File: src/rtl/pwm_duty_decoder_pkg.sv
// Shared constants, state encoding and small arithmetic helpers for the
// PWM duty decoder. The widths, nominal period and state codes are common
// with the 4-bit / 16-clock PWM generator on the transmit side.
package pwm_duty_decoder_pkg;

  localparam int DUTY_W     = 4;
  localparam int CNT_W      = 8;
  localparam int NOM_PERIOD = 16;
  localparam int TIMEOUT    = 64;

  localparam logic [DUTY_W-1:0] DUTY_MAX = {DUTY_W{1'b1}};
  localparam logic [CNT_W-1:0]  CNT_MAX  = {CNT_W{1'b1}};

  typedef enum logic [1:0] {
    WAIT_RISE = 2'd0,
    HIGH      = 2'd1,
    LOW       = 2'd2
  } pwm_state_e;

  // Increment that sticks at the all-ones value instead of wrapping.
  function automatic logic [CNT_W-1:0] sat_inc(input logic [CNT_W-1:0] v);
    if (v == CNT_MAX) begin
      return v;
    end else begin
      return v + CNT_W'(1);
    end
  endfunction

  // Clamp a high-time count to the largest representable duty code.
  function automatic logic [DUTY_W-1:0] duty_sat(input logic [CNT_W-1:0] v);
    if (v > CNT_W'(DUTY_MAX)) begin
      return DUTY_MAX;
    end else begin
      return v[DUTY_W-1:0];
    end
  endfunction

endpackage

File: src/rtl/pwm_duty_decoder_if.sv
// Result bus of the PWM duty decoder: decoded duty, measured period, the
// update strobe and the two status flags.
interface pwm_duty_decoder_if;
  import pwm_duty_decoder_pkg::*;

  logic [DUTY_W-1:0] DUTY;
  logic [CNT_W-1:0]  PERIOD;
  logic              Valid;
  logic              Period_err;
  logic              Stuck;

  modport master (
    output DUTY,
    output PERIOD,
    output Valid,
    output Period_err,
    output Stuck
  );

  modport slave (
    input DUTY,
    input PERIOD,
    input Valid,
    input Period_err,
    input Stuck
  );
endinterface

File: src/rtl/pwm_sync_edge.sv
// Two-flop synchroniser for an asynchronous pin followed by an edge
// detector. level is the synchronised value; rise/fall are single-cycle
// strobes derived from the synchronised value and its one-clock delay.
module pwm_sync_edge (
  input  logic cLK,
  input  logic Reset,
  input  logic async_in,
  output logic level,
  output logic rise,
  output logic fall
);

  logic s1_r;
  logic s2_r;
  logic s3_r;

  // Synchronise the pin and keep one extra delayed copy for edge detection
  always_ff @(posedge cLK or negedge Reset) begin
    if (!Reset) begin
      s1_r <= 1'b0;
      s2_r <= 1'b0;
      s3_r <= 1'b0;
    end else begin
      s1_r <= async_in;
      s2_r <= s1_r;
      s3_r <= s2_r;
    end
  end

  assign level = s2_r;
  assign rise  = s2_r & ~s3_r;
  assign fall  = ~s2_r & s3_r;

endmodule

File: src/rtl/pwm_duty_decoder.sv
// PWM duty decoder. Measures high time and period between consecutive
// synchronised rising edges, publishes a saturated duty code with a
// one-cycle Valid, and reports a stuck line after TIMEOUT idle clocks.
module pwm_duty_decoder
  import pwm_duty_decoder_pkg::*;
(
  input  logic                cLK,
  input  logic                Reset,
  input  logic                PWM_IN,
  pwm_duty_decoder_if.master  dec
);

  localparam logic [CNT_W-1:0] IDLE_LAST = CNT_W'(TIMEOUT - 1);
  localparam logic [CNT_W-1:0] IDLE_FULL = CNT_W'(TIMEOUT);
  localparam logic [CNT_W-1:0] NOM_CNT   = CNT_W'(NOM_PERIOD);

  logic level_s;
  logic rise_s;
  logic fall_s;
  logic edge_s;
  logic timeout_s;

  pwm_state_e        state_r;
  logic [CNT_W-1:0]  hi_cnt_r;
  logic [CNT_W-1:0]  per_cnt_r;
  logic [CNT_W-1:0]  idle_r;
  logic [DUTY_W-1:0] duty_r;
  logic [CNT_W-1:0]  period_r;
  logic              valid_r;
  logic              period_err_r;
  logic              stuck_r;

  pwm_sync_edge u_sync (
    .cLK      (cLK),
    .Reset    (Reset),
    .async_in (PWM_IN),
    .level    (level_s),
    .rise     (rise_s),
    .fall     (fall_s)
  );

  assign edge_s = rise_s | fall_s;

  // An edge arriving on the same clock as the timeout cancels it.
  assign timeout_s = (idle_r == IDLE_LAST) && !edge_s;

  // Idle counter: cleared by any edge, parks at TIMEOUT so a stuck line
  // produces exactly one result until the next edge.
  always_ff @(posedge cLK or negedge Reset) begin
    if (!Reset) begin
      idle_r <= '0;
    end else if (edge_s) begin
      idle_r <= '0;
    end else if (idle_r != IDLE_FULL) begin
      idle_r <= idle_r + CNT_W'(1);
    end else begin
      idle_r <= idle_r;
    end
  end

  // Measurement FSM with its counters and registered result outputs
  always_ff @(posedge cLK or negedge Reset) begin
    if (!Reset) begin
      state_r      <= WAIT_RISE;
      hi_cnt_r     <= '0;
      per_cnt_r    <= '0;
      duty_r       <= '0;
      period_r     <= '0;
      valid_r      <= 1'b0;
      period_err_r <= 1'b0;
      stuck_r      <= 1'b0;
    end else begin
      valid_r <= 1'b0;
      if (timeout_s) begin
        duty_r       <= level_s ? DUTY_MAX : {DUTY_W{1'b0}};
        period_r     <= '0;
        period_err_r <= 1'b0;
        stuck_r      <= 1'b1;
        valid_r      <= 1'b1;
        state_r      <= WAIT_RISE;
      end else begin
        case (state_r)
          WAIT_RISE: begin
            // First rise only opens a frame; nothing to report yet.
            if (rise_s) begin
              hi_cnt_r  <= CNT_W'(1);
              per_cnt_r <= CNT_W'(1);
              state_r   <= HIGH;
            end
          end
          HIGH: begin
            if (fall_s) begin
              per_cnt_r <= sat_inc(per_cnt_r);
              state_r   <= LOW;
            end else begin
              hi_cnt_r  <= sat_inc(hi_cnt_r);
              per_cnt_r <= sat_inc(per_cnt_r);
            end
          end
          LOW: begin
            if (rise_s) begin
              // Closing rise: publish this frame and open the next one.
              duty_r       <= duty_sat(hi_cnt_r);
              period_r     <= per_cnt_r;
              period_err_r <= (per_cnt_r != NOM_CNT);
              stuck_r      <= 1'b0;
              valid_r      <= 1'b1;
              hi_cnt_r     <= CNT_W'(1);
              per_cnt_r    <= CNT_W'(1);
              state_r      <= HIGH;
            end else begin
              per_cnt_r <= sat_inc(per_cnt_r);
            end
          end
          default: begin
            state_r <= WAIT_RISE;
          end
        endcase
      end
    end
  end

  assign dec.DUTY       = duty_r;
  assign dec.PERIOD     = period_r;
  assign dec.Valid      = valid_r;
  assign dec.Period_err = period_err_r;
  assign dec.Stuck      = stuck_r;

endmodule

File: src/flat_wrapper.sv
// flat-port wrapper written by rule: the top's interface ports become plain ports
module pwm_duty_decoder_flat import pwm_duty_decoder_pkg::*;
  (cLK, Reset, PWM_IN, dec_DUTY, dec_PERIOD, dec_Valid, dec_Period_err, dec_Stuck);
  pwm_duty_decoder_if dec_i ();
  input  logic cLK;
  input  logic Reset;
  input  logic PWM_IN;
  output wire logic [$bits(dec_i.DUTY)-1:0] dec_DUTY;
  output wire logic [$bits(dec_i.PERIOD)-1:0] dec_PERIOD;
  output wire logic [$bits(dec_i.Valid)-1:0] dec_Valid;
  output wire logic [$bits(dec_i.Period_err)-1:0] dec_Period_err;
  output wire logic [$bits(dec_i.Stuck)-1:0] dec_Stuck;
  assign dec_DUTY = dec_i.DUTY;
  assign dec_PERIOD = dec_i.PERIOD;
  assign dec_Valid = dec_i.Valid;
  assign dec_Period_err = dec_i.Period_err;
  assign dec_Stuck = dec_i.Stuck;
  pwm_duty_decoder u_core (.cLK(cLK), .Reset(Reset), .PWM_IN(PWM_IN), .dec(dec_i));
endmodule
File: config.mk
export PLATFORM = sky130hd
export DESIGN_NAME = pwm_duty_decoder_flat
export DESIGN_NICKNAME = d
export VERILOG_FILES = /design/src/rtl/pwm_duty_decoder_pkg.sv /design/src/rtl/pwm_duty_decoder_if.sv /design/src/rtl/pwm_sync_edge.sv /design/src/rtl/pwm_duty_decoder.sv /design/src/flat_wrapper.sv
export SDC_FILE = /design/constraint.sdc
export NUM_CORES = 1
export LEC_CHECK = 0
export CORE_MARGIN = 1
export CORE_UTILIZATION = 62
export DETAILED_ROUTE_END_ITERATION = 10
export PLACE_DENSITY = 0.84
export SYNTH_ARGS = -nofsm -noshare
export SYNTH_HDL_FRONTEND = slang
export SYNTH_HIERARCHICAL = 1
export SYNTH_SLANG_ARGS = --single-unit
File: constraint.sdc
create_clock -name cLK -period 4.4 [get_ports cLK]
set_clock_uncertainty 0.15 [all_clocks]
set_input_delay 0.88 -clock cLK [delete_from_list [all_inputs] [get_ports cLK]]
set_output_delay 0.88 -clock cLK [all_outputs]
set_load 0.005 [all_outputs]
After elaboration in Yosys (flattened, before gate mapping)
Index checks and enable logic that the tools add are counted.
Widths: inputs -> output; s select.
Word-level totals
  register bits: 44
  input port bits: 3
  logic and storage cells: 78
Cells by class
  add/sub/neg operators: 3
  $lt $le $gt $ge: 1
  equal/unequal tests: 13
  muxes and demuxes: 30
  bitwise gates (word level): 6
  reduce and logical (&&, ||, !) cells: 13
Operator list (number)
  $mux 8: 10
  $add 8x1->8 const B: 3
  $pmux 8 s3: 1
  $mux 4: 5
  $eq 8x8->1 const B: 2
  $pmux 8 s2: 1
  $mux 1: 9
  $eq 8x6->1 const B: 1
  $gt 8x4->1 const B: 1
  $ne 8x5->1 const B: 1
  $ne 8x7->1 const B: 1
  $reduce_bool 2->1: 4
  $mux 2: 3
  $ne 3x1->1 const B: 2
  $reduce_and 5->1: 1
  $ne 2x1->1 const B: 2
  $ne 2x2->1 const B: 2
  $pmux 2 s2: 1
  $reduce_and 2->1: 2
  $not 1->1: 3
  $reduce_and 3->1: 1
  $reduce_bool 3->1: 1
  $and 1x1->1: 2
  $eq 2x1->1 const B: 1
  other kinds (6): 6

Depth between registers and ports, before layout
  depth after elaboration: 7
  mapped depth: 7
  mapped depth without buffers: 6

Modules after synthesis
The synthesis kept the hierarchy.
Modules (own cells, without submodules)
  pwm_duty_decoder: instances 1, cells an instance 238, area each 2243.4 um^2
  pwm_sync_edge: instances 1, cells an instance 5, area each 90.1 um^2

Least setup slack after synthesis
OpenSTA, ideal clock, no wires.
  path type: reg2reg
  start point: reg u_core.state_r[0]
  end point: reg u_core.hi_cnt_r[0]
  library setup time: 0.125 ns
  arrival time: 1.754 ns
  data required time: 4.125 ns
  setup slack: 2.371 ns
  stages on the path, launching flop included: 7
  buffers on the path: 0
  clock period less this slack: 2.029 ns
  cells stage by stage: dfrtp_1 -> inv_1 -> ha_1 -> nor2_1 -> o221ai_1 -> nor2_2 -> mux2_4
On the way
  cells in the longest elaborated chain, start to end: 4
RTL lines
  start, declared: line pwm_duty_decoder.sv:23  | pwm_state_e state_r;
  start signal, assigned: line pwm_duty_decoder.sv:64  | state_r <= WAIT_RISE;
  start signal, assigned: line pwm_duty_decoder.sv:80  | state_r <= WAIT_RISE;
  start signal, assigned: line pwm_duty_decoder.sv:88  | state_r <= HIGH;
  $eq 2x2->1 or $logic_not 2->1 (tied branches)
  $reduce_or 2->1 (no source line)
  $ne 2x1->1 (no source line) or $reduce_bool 2->1 (tied branches)
  $reduce_and 5->1 (no source line)
  end signal, assigned: line pwm_duty_decoder.sv:96  | hi_cnt_r <= sat_inc(hi_cnt_r);
  end, declared: line pwm_duty_decoder.sv:24  | logic [CNT_W-1:0] hi_cnt_r;
Parallel ways exist; a longest one is shown, timed or not.
A chain may end at the register's enable or synchronous reset.

Worst setup path after layout
  start point: reg u_core.u_sync.s2_r, in the netlist u_core/u_sync/level
  end point: reg u_core.per_cnt_r[0]
RTL lines
  start, declared: line pwm_sync_edge.sv:14  | logic s2_r;
  start signal, assigned: line pwm_sync_edge.sv:25  | s2_r <= s1_r;
  $and 1x1->1 (*): line pwm_sync_edge.sv:31  | assign rise = s2_r & ~s3_r;
  net u_core.rise_s: line pwm_duty_decoder.sv:18  | logic rise_s;
  $or 1x1->1: line pwm_duty_decoder.sv:42  | assign edge_s = rise_s | fall_s;
  $logic_not 1->1: line pwm_duty_decoder.sv:45  | assign timeout_s = (idle_r == IDLE_LAST) && !edge_s;
  $logic_and 1x1->1: line pwm_duty_decoder.sv:45
  $not 1->1 (no source line)
  $reduce_and 3->1 (no source line)
  end signal, assigned: line pwm_duty_decoder.sv:93  | per_cnt_r <= sat_inc(per_cnt_r);
  end signal, assigned: line pwm_duty_decoder.sv:97  | per_cnt_r <= sat_inc(per_cnt_r);
  end signal, assigned: line pwm_duty_decoder.sv:112  | per_cnt_r <= sat_inc(per_cnt_r);
  end, declared: line pwm_duty_decoder.sv:25  | logic [CNT_W-1:0] per_cnt_r;
Mark *: on every way through the listed nets, which the timed path passes. The rest lies on a longest branch.

==> flow_metrics.tcl <==
set metrics [dict create \
    outcome "complete, no violations" \
    rows 21 \
    cp.required_ns 4.44 \
    drv_slew 0 \
    rsz0062_at_grt "no" \
    chipWidth_um 63.4 \
    switching_share_pct 35.7 \
    yosysTopAreaCell "dfrtp_1" \
    drt_iter0_markers 258 \
    wl_per_cell_um 15.6 \
    grt_overflow_total 0 \
    p_int_mw 0.901 \
    clock_latency_ns 0.30 \
    portBuffers 17 \
    cts_tree "built" \
    first_pass_iters 5 \
    grt_pass1_vias 1766 \
    setup_viol 0 \
    yosysMostFrequentCell "dfrtp_1" \
    antenna_left 0 \
    worstPathCellList "nor2b_1, nor4_4, nor3b_4, nor3_2, a22o_1" \
    grt_max_degree 45 \
    p_per_area_nw_per_um2 534 \
    synth_top_area_share_pct 47.2 \
    tns_ns 0 \
    numCtsBuffers 5 \
    final_util_pct 75.7 \
    critPathMaxFanout 27 \
    synthArstFlopShare_pct 100 \
    clk_pin_slew_ns 0.08 \
    clk_path_buf_depth 2 \
    ctsRootBufferMaster "clkbuf_8" \
    worst_slack_ns 1.78 \
    via_per_inst 6.40 \
    synth_cell_types 47 \
    slew_headroom_pct 34.3 \
    start_kind "flop" \
    synth_area_um2 2330 \
    ys_seq_area_share_pct 47.2 \
    num_vias 1953 \
    track_usage_pct 26.4 \
    io_pins 18 \
    p_leak_nw 1.14 \
    initial_core_util_pct 67.3 \
    min_period_over_period_pct 59.6 \
    postSynthAreaPerCell_um2 9.60 \
    areaGrowthSynthToFinish_pct 12.5 \
    grt_antenna_before_repair 0 \
    pwr-share-seq_pct 39.0 \
    post_cts_buffers 0 \
    synth_commonest_cells "dfrtp_1 (44), nand2_1 (30), a21oi_1 (17), nor2_1 (17), o21ai_0 (13)" \
    cts_resized 0 \
    die_height_um 63.4 \
    drc_errors 0 \
    cts_hold_buf 0 \
    power_mw 1.40 \
    max_stage_delay_ns 0.86 \
    cts.sinks 44 \
    yosys_warnings 6 \
    final_nets 271 \
    layout_min_cycle_time_ns 2.62 \
    hold_slack_ns 0.222 \
    switchingPower_mw 0.499 \
    dieArea_um2 4010 \
    routabilityCongestion 0.868 \
    max_freq_mhz 381 \
    crit_path_end_kind "flop" \
    clkPwrFrac_pct 23.0 \
    synth_flop_cell "dfrtp_1" \
    hpwl_um 3200 \
    place_ws_ns 1.79 \
    ys_ff_latch 44 \
    core_area_um2 3470 \
    synth_nets 256 \
    worst_slew_pin_slew_ns 0.985 \
    synth_edf_count 0 \
    diodes 0 \
    comb_power_share_pct 37.9 \
    drive_gt1_share_pct 8.11 \
    cts_htree_levels 2 \
    critPathSlowestCell "nor3b_4" \
    synth_area_leaders "dfrtp_1 (47%), ha_1 (5.4%), nand2_1 (4.8%)" \
    cp.arrival_ns 2.66 \
    worstHoldPathType "reg -> reg" \
    hold_viol_final 0 \
    grt_pass1_wl_um 8200 \
    drv_cap 0 \
    critPathKind "reg -> reg" \
    routed_wl_um 4750 \
    synthCells 243 \
    vdd_drop_max_uv 395 \
]
[routing by layer]
layer | up-vias | track usage, % | part of all wire, %
met3 | 8 | 5.80 | 7.2
met4 | 0 | 11.9 | 1.6
met5 | - | 0 | 0
met2 | 92 | 38.7 | 47
met1 | 936 | 37.4 | 45
li1 | 917 | - | -
[through the flow]
step	cells	instance area, um2
2_1_floorplan	243	2330
3_3_place_gp	297	2500
3_5_place_dp	297	2500
4_1_cts	305	2630
5_1_grt	305	2630
6_report	305	2630
[area by class of cell]
class | count | area [um2]
repair buffers | 17 | 165
multi-input cells | 179 | 1140
inverters | 11 | 41.3
fillers | 261 | 843
flip-flops and latches | 44 | 1100
well taps | 46 | 57.6
clock buffers | 6 | 82.6
clock inverters | 2 | 38.8
[registers in the layout, indices dropped and copies added (netlist names)]
signal	flops
u_core/hi_cnt_r	8
u_core/state_r	2
u_core/u_sync/s3_r	1
u_core/per_cnt_r	8
u_core/u_sync/level	1
u_core/dec.Stuck	1
u_core/dec.Valid	1
u_core/dec.DUTY	4
u_core/dec.Period_err	1
u_core/u_sync/s1_r	1
u_core/dec.PERIOD	8
u_core/idle_r	8
[cells in the final DEF (no fill, tap or decap), drive strengths merged, types with 6 or more instances in the layout]
cell           instances
clkbuf                 6
inv                   11
a21oi                 17
o22ai                  8
clkdlybuf4s50         16
nand2                 30
dfrtp                 44
o31ai                 11
ha                    10
o21ai                 13
nor2                  18
nand3                 10
[critical path, delay by kind of cell (launching register included)]
kind	cells	cell delay, ns
AND/OR/NAND/NOR	4	1.68
flip-flops	1	0.42
AO/OA/AOI/OAI	1	0.26
[power groups by stage]
stage               Sequential (mW)  Combinational [mW]  Clock [mW]
floorplan                     0.535               0.377           0
global placement              0.549               0.511           0
detailed placement            0.553               0.524           0
CTS                           0.545               0.525       0.329
global route                  0.557               0.589       0.350
finish                        0.547               0.531       0.322
[final timing paths]
| path | from | to | slack (ns) | cells past startpoint |
|---|---|---|---|---|
| max reg2reg | u_core/u_sync/level$_DFF_PN0_ | u_core/per_cnt_r[0]$_DFFE_PN0P_ | 1.78 | 5 |
| max in group asynchronous | Reset | u_core/per_cnt_r[2]$_DFFE_PN0P_ | 2.95 | 1 |
| min reg2reg | u_core/u_sync/s1_r$_DFF_PN0_ | u_core/u_sync/level$_DFF_PN0_ | 0.22 | 0 |
| max | u_core/u_sync/level$_DFF_PN0_ | u_core/per_cnt_r[0]$_DFFE_PN0P_ | 1.78 | 5 |
| min in group asynchronous | Reset | u_core/hi_cnt_r[5]$_DFFE_PN0P_ | 0.57 | 1 |
| min | u_core/u_sync/s1_r$_DFF_PN0_ | u_core/u_sync/level$_DFF_PN0_ | 0.22 | 0 |
[cells by family (layout without fill, tap and decap cells)]
kind of cell             after synthesis  after routing  share of synthesized area [%]
AND/OR/NAND/NOR                       92             92                           20.9
AO/OA/AOI/OAI                         69             69                           19.1
flip-flops                            44             44                           47.2
buffers and inverters                 20             36                           4.02
adder cells (fa/ha/maj)               10             10                           5.36
XOR/XNOR                               4              4                           1.50
multiplexers                           4              4                           1.93
Power figures use the tool's default switching activity.
